`config.mk`:
```
export PLATFORM = sky130hd
export DESIGN_NAME = sig_scheduler_flat
export DESIGN_NICKNAME = d
export VERILOG_FILES = /design/src/rtl/sig_pkg.sv /design/src/rtl/sig_scheduler_if.sv /design/src/rtl/phase_timer.sv /design/src/rtl/sig_scheduler.sv /design/src/flat_wrapper.sv
export SDC_FILE = /design/constraint.sdc
export NUM_CORES = 1
export LEC_CHECK = 0
export ABC_AREA = 1
export BUFFER_PORTS_ARGS = -buffer_cell sky130_fd_sc_hd__buf_2
export CORE_MARGIN = 2
export CORE_UTILIZATION = 53
export CTS_BUF_LIST = sky130_fd_sc_hd__clkbuf_2
export DETAILED_ROUTE_END_ITERATION = 10
export PLACE_DENSITY = 0.89
export SETUP_SLACK_MARGIN = 0.05
export SYNTH_ARGS = -nofsm -noshare
export SYNTH_HDL_FRONTEND = slang
export SYNTH_SLANG_ARGS = --single-unit
```
`constraint.sdc`:
```
create_clock -name clock -period 1.6 [get_ports clock]
set_input_delay 0.48 -clock clock [delete_from_list [all_inputs] [get_ports clock]]
set_output_delay 0.48 -clock clock [all_outputs]
set_load 0.05 [all_outputs]
```
`src/rtl/sig_pkg.sv`:
```
// Shared lamp encodings, phase codes and default durations
// for the intersection phase scheduler.
package sig_pkg;

    typedef enum logic [1:0] {
        RED    = 2'd0,
        YELLOW = 2'd1,
        GREEN  = 2'd2
    } lamp_t;

    typedef enum logic [2:0] {
        HG  = 3'd0,
        HY  = 3'd1,
        AR1 = 3'd2,
        CG  = 3'd3,
        CY  = 3'd4,
        AR2 = 3'd5,
        WK  = 3'd6
    } phase_t;

    localparam int MIN_GREEN_D = 8;
    localparam int YELLOW_T_D  = 3;
    localparam int ALLRED_T_D  = 2;
    localparam int MAX_CNTRY_D = 16;
    localparam int WALK_T_D    = 6;
    localparam int CW_D        = 5;

endpackage

```
`src/rtl/sig_scheduler_if.sv`:
```
// Request inputs and lamp outputs of the scheduler.
// The scheduler takes the slave side, the environment the master side.
interface sig_scheduler_if;
    import sig_pkg::*;

    logic       car_x;
    logic       ped_req;
    lamp_t      hwy;
    lamp_t      cntry;
    logic       walk;
    logic       ped_ack;
    logic [2:0] phase;

    modport master (
        output car_x, ped_req,
        input  hwy, cntry, walk, ped_ack, phase
    );

    modport slave (
        input  car_x, ped_req,
        output hwy, cntry, walk, ped_ack, phase
    );

endinterface

```
`src/rtl/phase_timer.sv`:
```
// Loadable down-counter that saturates at zero.
// tz flags an expired phase.
module phase_timer #(
    parameter int            CW      = 5,
    parameter logic [CW-1:0] RST_VAL = '0
) (
    input  logic          clock,
    input  logic          clear,
    input  logic          load,
    input  logic [CW-1:0] load_val,
    output logic          tz
);

    logic [CW-1:0] cnt;

    always_ff @(posedge clock) begin
        if (clear) begin
            cnt <= RST_VAL;
        end else if (load) begin
            cnt <= load_val;
        end else if (cnt != '0) begin
            cnt <= cnt - 1'b1;
        end
    end

    assign tz = (cnt == '0);

endmodule

```
`src/rtl/sig_scheduler.sv`:
```
// Counter-timed phase scheduler: highway, country road and
// pedestrian crossing share one intersection.
module sig_scheduler
    import sig_pkg::*;
#(
    parameter int MIN_GREEN = MIN_GREEN_D,
    parameter int YELLOW_T  = YELLOW_T_D,
    parameter int ALLRED_T  = ALLRED_T_D,
    parameter int MAX_CNTRY = MAX_CNTRY_D,
    parameter int WALK_T    = WALK_T_D,
    parameter int CW        = CW_D
) (
    input  logic          clock,
    input  logic          clear,
    sig_scheduler_if.slave bus
);

    logic [2:0]    state;
    logic [2:0]    nxt;
    logic          ped_pend;
    logic          tz;
    logic          load;
    logic          enter_wk;
    logic [CW-1:0] load_val;
    lamp_t         hwy_n;
    lamp_t         cntry_n;

    always_comb begin
        nxt = state;
        case (state)
            HG:  if (tz && (bus.car_x || ped_pend)) nxt = HY;
            HY:  if (tz) nxt = AR1;
            AR1: if (tz) nxt = ped_pend ? WK : CG;
            CG:  if (!bus.car_x || ped_pend || tz) nxt = CY;
            CY:  if (tz) nxt = AR2;
            AR2: if (tz) nxt = ped_pend ? WK : HG;
            WK:  if (tz) nxt = HG;
            default: nxt = HG;
        endcase
    end

    // Every state entry, including recovery from code 7, reloads the timer
    assign load     = (nxt != state);
    assign enter_wk = (nxt == WK) && (state != WK);

    always_comb begin
        load_val = CW'(MIN_GREEN - 1);
        case (nxt)
            HY, CY:   load_val = CW'(YELLOW_T - 1);
            AR1, AR2: load_val = CW'(ALLRED_T - 1);
            CG:       load_val = CW'(MAX_CNTRY - 1);
            WK:       load_val = CW'(WALK_T - 1);
            default:  load_val = CW'(MIN_GREEN - 1);
        endcase
    end

    always_comb begin
        hwy_n   = RED;
        cntry_n = RED;
        unique case (1'b1)
            nxt == HG: hwy_n   = GREEN;
            nxt == HY: hwy_n   = YELLOW;
            nxt == CG: cntry_n = GREEN;
            nxt == CY: cntry_n = YELLOW;
            default: ;
        endcase
    end

    phase_timer #(
        .CW      (CW),
        .RST_VAL (CW'(MIN_GREEN - 1))
    ) u_timer (
        .clock    (clock),
        .clear    (clear),
        .load     (load),
        .load_val (load_val),
        .tz       (tz)
    );

    always_ff @(posedge clock) begin
        if (clear) begin
            state       <= HG;
            ped_pend    <= 1'b0;
            bus.ped_ack <= 1'b0;
            bus.hwy     <= GREEN;
            bus.cntry   <= RED;
            bus.walk    <= 1'b0;
        end else begin
            state       <= nxt;
            ped_pend    <= enter_wk ? 1'b0 : (ped_pend | bus.ped_req);
            bus.ped_ack <= enter_wk;
            bus.hwy     <= hwy_n;
            bus.cntry   <= cntry_n;
            bus.walk    <= (nxt == WK);
        end
    end

    assign bus.phase = state;

endmodule

```
`src/flat_wrapper.sv`:
```
// flat-port wrapper written by rule: the top's interface ports become plain ports
module sig_scheduler_flat import sig_pkg::*;
#(
    parameter int MIN_GREEN = MIN_GREEN_D,
    parameter int YELLOW_T  = YELLOW_T_D,
    parameter int ALLRED_T  = ALLRED_T_D,
    parameter int MAX_CNTRY = MAX_CNTRY_D,
    parameter int WALK_T    = WALK_T_D,
    parameter int CW        = CW_D
)
  (clock, clear, bus_car_x, bus_ped_req, bus_hwy, bus_cntry, bus_walk, bus_ped_ack, bus_phase);
  sig_scheduler_if bus_i ();
  input  logic clock;
  input  logic clear;
  input wire logic [$bits(bus_i.car_x)-1:0] bus_car_x;
  input wire logic [$bits(bus_i.ped_req)-1:0] bus_ped_req;
  output wire logic [$bits(bus_i.hwy)-1:0] bus_hwy;
  output wire logic [$bits(bus_i.cntry)-1:0] bus_cntry;
  output wire logic [$bits(bus_i.walk)-1:0] bus_walk;
  output wire logic [$bits(bus_i.ped_ack)-1:0] bus_ped_ack;
  output wire logic [$bits(bus_i.phase)-1:0] bus_phase;
  assign bus_i.car_x = bus_car_x;
  assign bus_i.ped_req = bus_ped_req;
  assign bus_hwy = bus_i.hwy;
  assign bus_cntry = bus_i.cntry;
  assign bus_walk = bus_i.walk;
  assign bus_ped_ack = bus_i.ped_ack;
  assign bus_phase = bus_i.phase;
  sig_scheduler #(.MIN_GREEN(MIN_GREEN), .YELLOW_T(YELLOW_T), .ALLRED_T(ALLRED_T), .MAX_CNTRY(MAX_CNTRY), .WALK_T(WALK_T), .CW(CW)) u_core (.clock(clock), .clear(clear), .bus(bus_i));
endmodule
```
==> results of run 1 <==
==> path summary, 6_finish.rpt <==
kind                                       startpoint                     to  cells after the start
worst max-delay path            u_core.u_timer.cnt[0]  u_core.u_timer.cnt[2]                     16
worst max register to register  u_core.u_timer.cnt[0]  u_core.u_timer.cnt[2]                     16
worst min-delay path                            clear      u_core.bus.hwy[0]                      2
worst min register to register  u_core.u_timer.cnt[1]  u_core.u_timer.cnt[1]                      2
==> what timing repair did <==
action	CTS	global route
endpoints found under the setup margin	12	14
gates resized for setup	10	37
hold buffers	0	0
pin swaps	9	14
setup buffers	5	3
==> state kept, by name, summed over array words and instances, names as in the netlist <==
signal              count
u_core.bus.walk         1
u_core.u_timer.cnt      5
u_core.bus.cntry        2
u_core.bus.hwy          2
u_core.ped_pend         1
u_core.bus.phase        3
u_core.bus.ped_ack      1
==> power by group through the flow <==
stage          Combinational, W  Clock [W]  Sequential, W
2_1_floorplan         0.0000775          0       0.000409
5_1_grt                0.000172   0.000211       0.000404
3_3_place_gp           0.000118          0       0.000407
4_1_cts                0.000132   0.000190       0.000400
3_5_place_dp           0.000124          0       0.000408
6_report               0.000162   0.000205       0.000403
==> worst max-delay path: stages (launching register included) <==
cell and delay [ns]:
dfxtp_2 0.36, inv_2 0.08, ha_4 0.14, inv_2 0.04, nor2_4 0.15, nand2_4 0.13
buf_6 0.15, nand2_2 0.08, nand3_4 0.13, inv_2 0.10, nand3_2 0.11, nand2_2 0.12
inv_2 0.05, nand2_2 0.05, nand2_1 0.04, nand2_1 0.08, nand2_1 0.08
==> placed cells by master (no fill, tap or decap), drive strengths merged, types with 2 or more instances in the layout <==
| master | count |
|---|---|
| buf | 41 |
| nand2 | 38 |
| nor2 | 29 |
| inv | 22 |
| nand3 | 18 |
| dfxtp | 15 |
| o21ai | 4 |
| o211ai | 3 |
| nand4 | 3 |
| clkbuf | 3 |
| a21oi | 2 |
| ha | 2 |
==> routing by layer <==
layer | wire, um | GRT usage | part of all wire | vias up
li1 | - | - | - | 541
met3 | 439 | 0.0824 | 0.11 | 34
met2 | 1880 | 0.539 | 0.45 | 116
met5 | 0 | 0 | 0 | -
met1 | 1600 | 0.400 | 0.38 | 614
met4 | 247 | 0.200 | 0.059 | 0
==> metrics by stage <==
stage / total power, W / TNS [ns]
6_report: 0.000771 / -3.80
5_1_grt: 0.000787 / -4.70
4_1_cts: 0.000722 / -1.29
3_5_place_dp: 0.000532 / -1.22
3_3_place_gp: 0.000525 / -0.752
2_1_floorplan: 0.000486 / -0.0859
==> cells in the mapped netlist, drive strengths merged <==
cell type  instances
nand3             18
dfxtp             15
xor2               1
a21oi              2
nor3               1
ha                 2
clkbuf             1
o211ai             3
xnor2              1
nand4              3
o21bai             1
o21ai              4
a211oi             1
buf                1
nand2             38
nor2              29
inv               22
o31ai              1
==> cell type report <==
cell class	instances	area, um2
Multi-Input combinational cell	105	763
Timing Repair Buffer	41	297
Sequential cell	15	307
Clock inverter	1	5.00
Fill cell	81	208
Inverter	22	82.6
Clock buffer	3	15.0
Tap cell	25	31.3
==> cell families (layout without fill, tap and decap cells) <==
family / after synthesis / after routing / synth area share
simple gates: 89 / 89 / 0.451
xor+xnor: 2 / 2 / 0.0184
compound gates: 12 / 12 / 0.0878
flops: 15 / 15 / 0.315
buf+inv: 24 / 67 / 0.102
fa+ha+maj: 2 / 2 / 0.0262
==> results_dict.tcl, run 1 <==
set metrics [dict create \
    internal-power_w 0.000513 \
    leakage_nw 0.713 \
    dieHeight_um 46.4 \
    critPathMaxFanout 7 \
    clock_tree.root_cell "clkbuf_2" \
    grt_setup_unrepaired "true" \
    dpl_cell_area_um2 1230 \
    ioPinCount 13 \
    antenna_found_initial 0 \
    place.gp.congestion 0.909 \
    ant_nets 0 \
    dp.final_hpwl_mm 1.86 \
    switchingPower_w 0.000257 \
    hold_viol 0 \
    critPathRequiredTime_ns 1.81 \
    grtUsageTotal 0.336 \
    dr.pass1.iters 4 \
    first_global_vias 1139 \
    vias 1305 \
    yosys-top-cells-area "dfxtp_1 31%, nand2_1 12%, nor2_1 10%" \
    portBuffers 12 \
    drive_gt1_frac 0.572 \
    viasPerCell 6.16 \
    hp-class "in -> reg" \
    skew_ns 0.00299 \
    start_util 0.559 \
    finalCritPeriodShare 1.27 \
    final_core_util 0.878 \
    max_freq_mhz 494 \
    worstMarginPinSlew_ns 0.368 \
    setup_viol 14 \
    drt_wl_total_mm 4.17 \
    ys_warn_count 0 \
    synth_cell_type_count 26 \
    p_comb_frac 0.210 \
    cts_sinks 15 \
    netlist.area_leader.share 0.315 \
    die_x_um 46.4 \
    p_clk_frac 0.267 \
    grt_max_degree 10 \
    irDropWorstVdd_mv 0.534 \
    clock_latency_ns 0.32 \
    numCtsBuffers 3 \
    placed_cells 200 \
    area_growth_pct 57.1 \
    rows 15 \
    status "complete, but fails checks" \
    endpoint_kind "flop" \
    power.share.switching 0.334 \
    drtIter0Drc 93 \
    fin_crit_ns 2.02 \
    maxCapViolations 0 \
    postSynthAreaPerCell_um2 6.63 \
    violations "setup timing" \
    yosys.area.top_type "dfxtp_1" \
    antenna_cells 0 \
    dp_slack_ns -0.213 \
    fin_cells 212 \
    syn-num-nets 150 \
    drcViolationCount 0 \
    coreArea_um2 1710 \
    ys_ff_latch 15 \
    grt_overflow 0 \
    cts_tree "yes" \
    setup_slack_ns -0.424 \
    clk_path_buf_depth 2 \
    syn_area_um2 955 \
    worst_ep_arrival_time_ns 2.24 \
    slew_headroom 0.754 \
    power_density_nw_per_um2 514 \
    yosysSeqAreaShare 0.315 \
    grt_pass1_wl_mm 5.00 \
    power_frac_seq 0.523 \
    reg2reg_slack_ns -0.42 \
    stdcell_area_um2 1500 \
    dieArea_um2 2160 \
    worstSetupStartpointType "flop" \
    path_clk_slew_ns 0.17 \
    slew_viol_final 0 \
    cts.htree.levels 1 \
    path_class "reg -> reg" \
    fin_nets 194 \
    syn_inst 144 \
    hold_slack_ns 0.411 \
    wl_per_cell_um 19.7 \
]
(Power assumes the default switching activity.)
==> run 2, diff against run 1 <==
- GPL_TIMING_DRIVEN: unset -> 0
==> run 2 against run 1 <==
Sequential cell count did not move. Total power fell by 0.70%. Via count fell by 1.8%. Critical path type unchanged. Highest routed layer unchanged. Sequential power barely moved. Register-to-register slack barely moved. The run still ends with setup timing left.
==> results_dict.tcl, run 2 (synthesized netlist as in run 1, its figures left out) <==
set metrics [dict create \
    status "complete, but fails checks" \
    violations "setup timing" \
    critical-path-slowest-cell "dfxtp_2" \
    power_density_nw_per_um2 529 \
    critPathRequiredTime_ns 1.86 \
    slew_viol_final 0 \
    place.gp.congestion 0.923 \
    final_common_cell "nor2_1" \
    clock_tree.root_cell "clkbuf_2" \
    max_stage_delay_ns 0.37 \
    fin_crit_ns 2.02 \
    fin_nets 186 \
    hp-class "in -> reg" \
    first_global_vias 1082 \
    grt_overflow 0 \
    leakage_nw 0.689 \
    skew_ns 0.00522 \
    clk_path_buf_depth 2 \
    slew_headroom 0.683 \
    rows 15 \
    drt_wl_total_mm 3.99 \
    vias 1281 \
    clock_latency_ns 0.31 \
    hold_viol 0 \
    grt_pass1_wl_mm 4.95 \
    hold_slack_ns 0.443 \
    numCtsBuffers 3 \
    viasPerCell 6.28 \
    fin_cells 204 \
    ant_nets 0 \
    dp.final_hpwl_mm 1.72 \
    fin_tns_setup_ns -2.70 \
    worstSetupStartpointType "flop" \
    drcViolationCount 0 \
    coreArea_um2 1710 \
    placed_cells 180 \
    ioPinCount 13 \
    crit_chain "inv_2 -> ha_4 -> inv_2 -> nor2_4 -> nand2_4 -> nand3_4 -> nand2_1 -> inv_2 -> nand3_4 -> nand2_2 -> nor2_2 -> nor2_2 -> nand2_2 -> nand2_1 -> nand2_1 -> nand2_1" \
    hold_buffers 0 \
    antenna_cells 0 \
    dr.pass1.iters 5 \
    largest_register_ffs 5 \
    path_class "reg -> reg" \
    portBuffers 11 \
    hold_depth 3 \
    drive_gt1_frac 0.564 \
    area_growth_pct 51.5 \
    dieArea_um2 2160 \
    grt_setup_unrepaired "true" \
    start_util 0.559 \
    maxCapViolations 0 \
    worstRegToRegCells 16 \
    wl_per_cell_um 19.5 \
    fillers 73 \
    cts_sinks 15 \
    worst_ep_arrival_time_ns 2.28 \
    antenna_found_initial 0 \
    die_x_um 46.4 \
    dp_slack_ns -0.284 \
    finalCritPeriodShare 1.26 \
    final_cell_mix "18 x nor2_1, 17 x nand2_1, 17 x buf_4" \
    cp_common_cell "nand2_1" \
    grt_max_degree 10 \
    irDropWorstVdd_mv 0.956 \
    critPathMaxFanout 7 \
    endpoint_kind "flop" \
    dieHeight_um 46.4 \
    registers.top_by_ff_count "u_core.u_timer.cnt" \
    path_clk_slew_ns 0.18 \
    worstMarginPinSlew_ns 0.474 \
    p_total_w 0.000765 \
    cts_tree "yes" \
    setup_slack_ns -0.419 \
    cts.htree.levels 1 \
    grtUsageTotal 0.331 \
    max_freq_mhz 495 \
    setup_viol 13 \
    drtIter0Drc 127 \
]
## run 2: cell types whose count changed in the layout (fill, tap and decap cells not counted), moves of 2 or more
cell | before | now
buf_2 | 12 | 10
buf_4 | 24 | 17
inv_1 | 12 | 10
inv_2 | 10 | 12
nand2_1 | 19 | 17
nand2_4 | 5 | 7
nand3_2 | 9 | 5
nand3_4 | 3 | 6
nor2_2 | 3 | 5
nor2_4 | 8 | 6
## run 2: worst paths after layout
path / from / endpoint / slack (ns)
setup reg to reg: u_core.u_timer.cnt[1] / u_core.u_timer.cnt[2] / -0.42
hold / removal: bus_ped_req / u_core.ped_pend / 0.44
hold reg to reg: u_core.u_timer.cnt[4] / u_core.u_timer.cnt[4] / 0.57
setup / recovery: u_core.u_timer.cnt[1] / u_core.u_timer.cnt[2] / -0.42
## run 2: final cells by class
cell class	instances	area, um2	share of cell area
Buffer	2	15.0	0.0104
Inverter	22	82.6	0.0571
Sequential cell	15	307	0.212
Multi-Input combinational cell	105	772	0.534
Clock inverter	1	5.00	0.00346
Clock buffer	3	15.0	0.0104
Timing Repair Buffer	31	219	0.151
Tap cell	25	31.3	0.0216
## run 2: critical path, delay by kind of cell, from the launching register on
family | cells | cell delay, ns
buffers and inverters | 3 | 0.22
flip-flops | 1 | 0.37
adder cells (fa/ha/maj) | 1 | 0.14
AND/OR/NAND/NOR | 12 | 1.27
## run 2: repair_timing
| item | CTS | global route |
|---|---|---|
| setup buffers | 14 | 7 |
| endpoints found under the hold margin | 0 | 0 |
| gates resized for setup | 22 | 27 |
| setup endpoints to repair | 12 | 15 |
| pin swaps | 14 | 17 |
| cloned | 0 | 0 |
## run 2: power breakdown
part / internal, W / switching (W) / leakage, nW
registers: 0.000389 / 0.0000140 / 0.123
logic: 0.0000664 / 0.0000909 / 0.549
clock network: 0.0000566 / 0.000148 / 0.0164
## run 2: per-layer routing
metal  vias up  GRT usage  share of wire
li1        523          -              -
met1       565      0.397           0.35
met2       150      0.522           0.44
met3        43     0.0863           0.13
met4         0      0.200          0.081
met5         -          0              0
## run 2: through the flow
stage               area [um2]   util
detailed placement        1080  0.633
global route              1450  0.847
finish                    1450  0.847
global placement          1080  0.633
floorplan                  995      -
CTS                       1320  0.770
==> run 3, diff against run 2 <==
- ABC_AREA: 1 -> unset
- CORE_UTILIZATION: 53 -> 52
==> run 3 against run 2 <==
The run still ends with setup timing left. Register-to-register slack better by 0.13 ns. Clock power down 8%. Clock-buffer cell count up 1. Critical path depth down 9. Critical path type unchanged. Critical endpoint is now u_core.ped_pend. Largest power group unchanged.
==> results_dict.tcl, run 3 <==
set metrics [dict create \
    worstHoldStart "bus_ped_req" \
    setup_viol 13 \
    drcViolationCount 0 \
    fillers 107 \
    met2_wirelength_mm 1.41 \
    largest_register_ffs 5 \
    netlist.area_leader.share 0.346 \
    ioPinCount 13 \
    power_density_nw_per_um2 579 \
    path_clk_slew_ns 0.14 \
    cts_sinks 15 \
    dieHeight_um 44.9 \
    reg2reg_slack_ns -0.29 \
    grt_pass1_wl_mm 3.96 \
    r2r_start "u_core.u_timer.cnt[0]" \
    first_global_vias 787 \
    numCtsBuffers 3 \
    ys_ff_latch 15 \
    slew_headroom 0.633 \
    grtUsageTotal 0.276 \
    clk_path_buf_depth 2 \
    path_class "reg -> reg" \
    synth_top_flop_cell "dfxtp_1" \
    drtIter0Drc 75 \
    worstRegToRegCells 7 \
    grt_max_degree 11 \
    wl_per_cell_um 18.8 \
    synth_cell_type_count 41 \
    cts_tree "yes" \
    synth_edf_count 0 \
    fin_nets 143 \
    dp_slack_ns -0.245 \
    clock_latency_ns 0.29 \
    setup_slack_ns -0.293 \
    yosys.area.top_type "dfxtp_1" \
    crit_buf_inv 2 \
    grt_setup_unrepaired "true" \
    worstReg2RegEnd "u_core.ped_pend" \
    yosys-top-cells-area "dfxtp_1 35%, a21oi_1 6.9%, nor2_1 4.3%" \
    crit_chain "inv_2 -> ha_4 -> or4b_4 -> buf_8 -> nor2_1 -> o31ai_1 -> a211oi_2" \
    antenna_cells 0 \
    postSynthAreaPerCell_um2 7.97 \
    registers.top_by_ff_count "u_core.u_timer.cnt" \
    cts.htree.levels 1 \
    clock_tree.root_cell "clkbuf_2" \
    place.gp.congestion 0.929 \
    coreArea_um2 1540 \
    status "complete, but fails checks" \
    area_growth_pct 42.7 \
    hold_buffers 0 \
    fin_crit_ns 1.89 \
    skew_ns 0.00163 \
    final_cell_mix "11 x buf_4, 11 x dfxtp_1, 10 x buf_2" \
    syn-num-nets 115 \
    finalCritPeriodShare 1.18 \
    syn_area_um2 868 \
    placed_cells 136 \
    hp-class "in -> reg" \
    start_util 0.563 \
    p_total_w 0.000717 \
    portBuffers 11 \
    min_to "u_core.ped_pend" \
    critPathRequiredTime_ns 1.81 \
    drt_wl_total_mm 2.86 \
    multiInputGateArea_um2 638 \
    fin_cells 152 \
    ant_nets 0 \
    grt_overflow 0 \
    leakage_nw 0.476 \
    synth_top_cells_by_count "15 x dfxtp_1, 12 x a21oi_1, 10 x nor2_1, 7 x inv_1, 7 x nand2_1" \
    syn_inst 109 \
    dr.pass1.iters 5 \
    wirelength_met1_mm 1.12 \
    path_delay_family "simple AND/OR/NAND/NOR gates" \
    max_freq_mhz 528 \
    max_stage_delay_ns 0.50 \
    critical-path-slowest-cell "or4b_4" \
    irDropWorstVdd_mv 0.530 \
    wl_met3_um 199 \
    vias 1009 \
    die_x_um 44.9 \
    async_flop_share 0 \
    rows 14 \
    endpoint_kind "flop" \
    hold_viol 0 \
    final_core_util 0.804 \
    maxCapViolations 0 \
    yosysMostFrequentCell "dfxtp_1" \
    dieArea_um2 2010 \
    yosysSeqAreaShare 0.346 \
    dp.final_hpwl_mm 1.56 \
    worst_ep_arrival_time_ns 2.11 \
    ys_warn_count 0 \
    slew_viol_final 0 \
    violations "setup timing" \
    worstMarginPinSlew_ns 0.551 \
    critPathMaxFanout 7 \
    hold_depth 3 \
    drive_gt1_frac 0.434 \
    highest_layer "met4" \
    antenna_found_initial 0 \
    regArea_um2 308 \
    worstSetupStartpointType "flop" \
    viasPerCell 6.64 \
]
-- run 3: cell types whose count changed after synthesis, moves of 4 or more --
cell      before  now
a21oi_1        1   12
clkbuf_1       1    5
inv_1         18    7
inv_2          4    0
nand2_1       30    7
nand2_2        5    0
nand3_1       15    5
nor2_1        26   10
-- run 3: cell type report --
type | count | share of cell area
clock buffer | 4 | 0.0162
timing repair buffer | 23 | 0.129
inverter | 7 | 0.0212
buffer | 9 | 0.0535
sequential | 15 | 0.248
tap | 16 | 0.0162
multi-input combinational | 78 | 0.515
-- run 3: through the flow --
stage                     hold slack [ns]  area, um2  TNS, ns
after global routing                0.534       1240    -3.13
after global placement              0.542       1020    -1.90
final                               0.527       1240    -2.41
after CTS                           0.481       1130    -1.86
after floorplan                     0.528        948   -0.565
after detailed placement            0.564       1020    -2.28
-- run 3: report_power, final --
group / leakage (nW) / internal, W / total (W) / switching [W]
registers: 0.123 / 0.000383 / 0.000393 / 0.0000104
clock network: 0.0166 / 0.0000662 / 0.000188 / 0.000121
logic: 0.336 / 0.0000628 / 0.000136 / 0.0000732
total: 0.476 / 0.000512 / 0.000717 / 0.000205
-- run 3: cell families after synthesis --
| kind of cell | Yosys count | share of synthesized area |
|---|---|---|
| XOR/XNOR | 3 | 0.0303 |
| AO/OA/AOI/OAI | 38 | 0.305 |
| buffers and inverters | 16 | 0.0793 |
| adder cells (fa/ha/maj) | 2 | 0.0288 |
| AND/OR/NAND/NOR | 35 | 0.210 |
| flip-flops | 15 | 0.346 |
-- run 3: repair_timing --
item                       CTS  global route
gates resized for setup     10            11
pin swaps                    7             4
buffers inserted             7             5
setup endpoints to repair   15            16
-- run 3: worst max-delay path by stage --
stage                                from                  end  slack (ns)  cells after the start
floorplan           u_core.u_timer.cnt[1]      u_core.ped_pend       -0.14                      8
detailed placement  u_core.u_timer.cnt[1]      u_core.ped_pend       -0.24                      8
CTS                 u_core.u_timer.cnt[0]  u_core.bus.cntry[0]       -0.22                      8
finish              u_core.u_timer.cnt[0]      u_core.ped_pend       -0.29                      7
global route        u_core.u_timer.cnt[0]      u_core.ped_pend       -0.32                      8
global placement    u_core.u_timer.cnt[1]      u_core.ped_pend       -0.23                      8
-- run 3: worst register-to-register path, stage by stage, from the launching register on --
cell and delay (ns):
dfxtp_2 0.36, inv_2 0.08, ha_4 0.14, or4b_4 0.50, buf_8 0.16, nor2_1 0.16, o31ai_1 0.15, a211oi_2 0.28
-- run 3: routing by layer --
metal | GRT usage | vias to the layer above
met5 | 0 | -
li1 | - | 454
met2 | 0.417 | 64
met3 | 0.0360 | 19
met4 | 0.106 | 0
met1 | 0.398 | 472
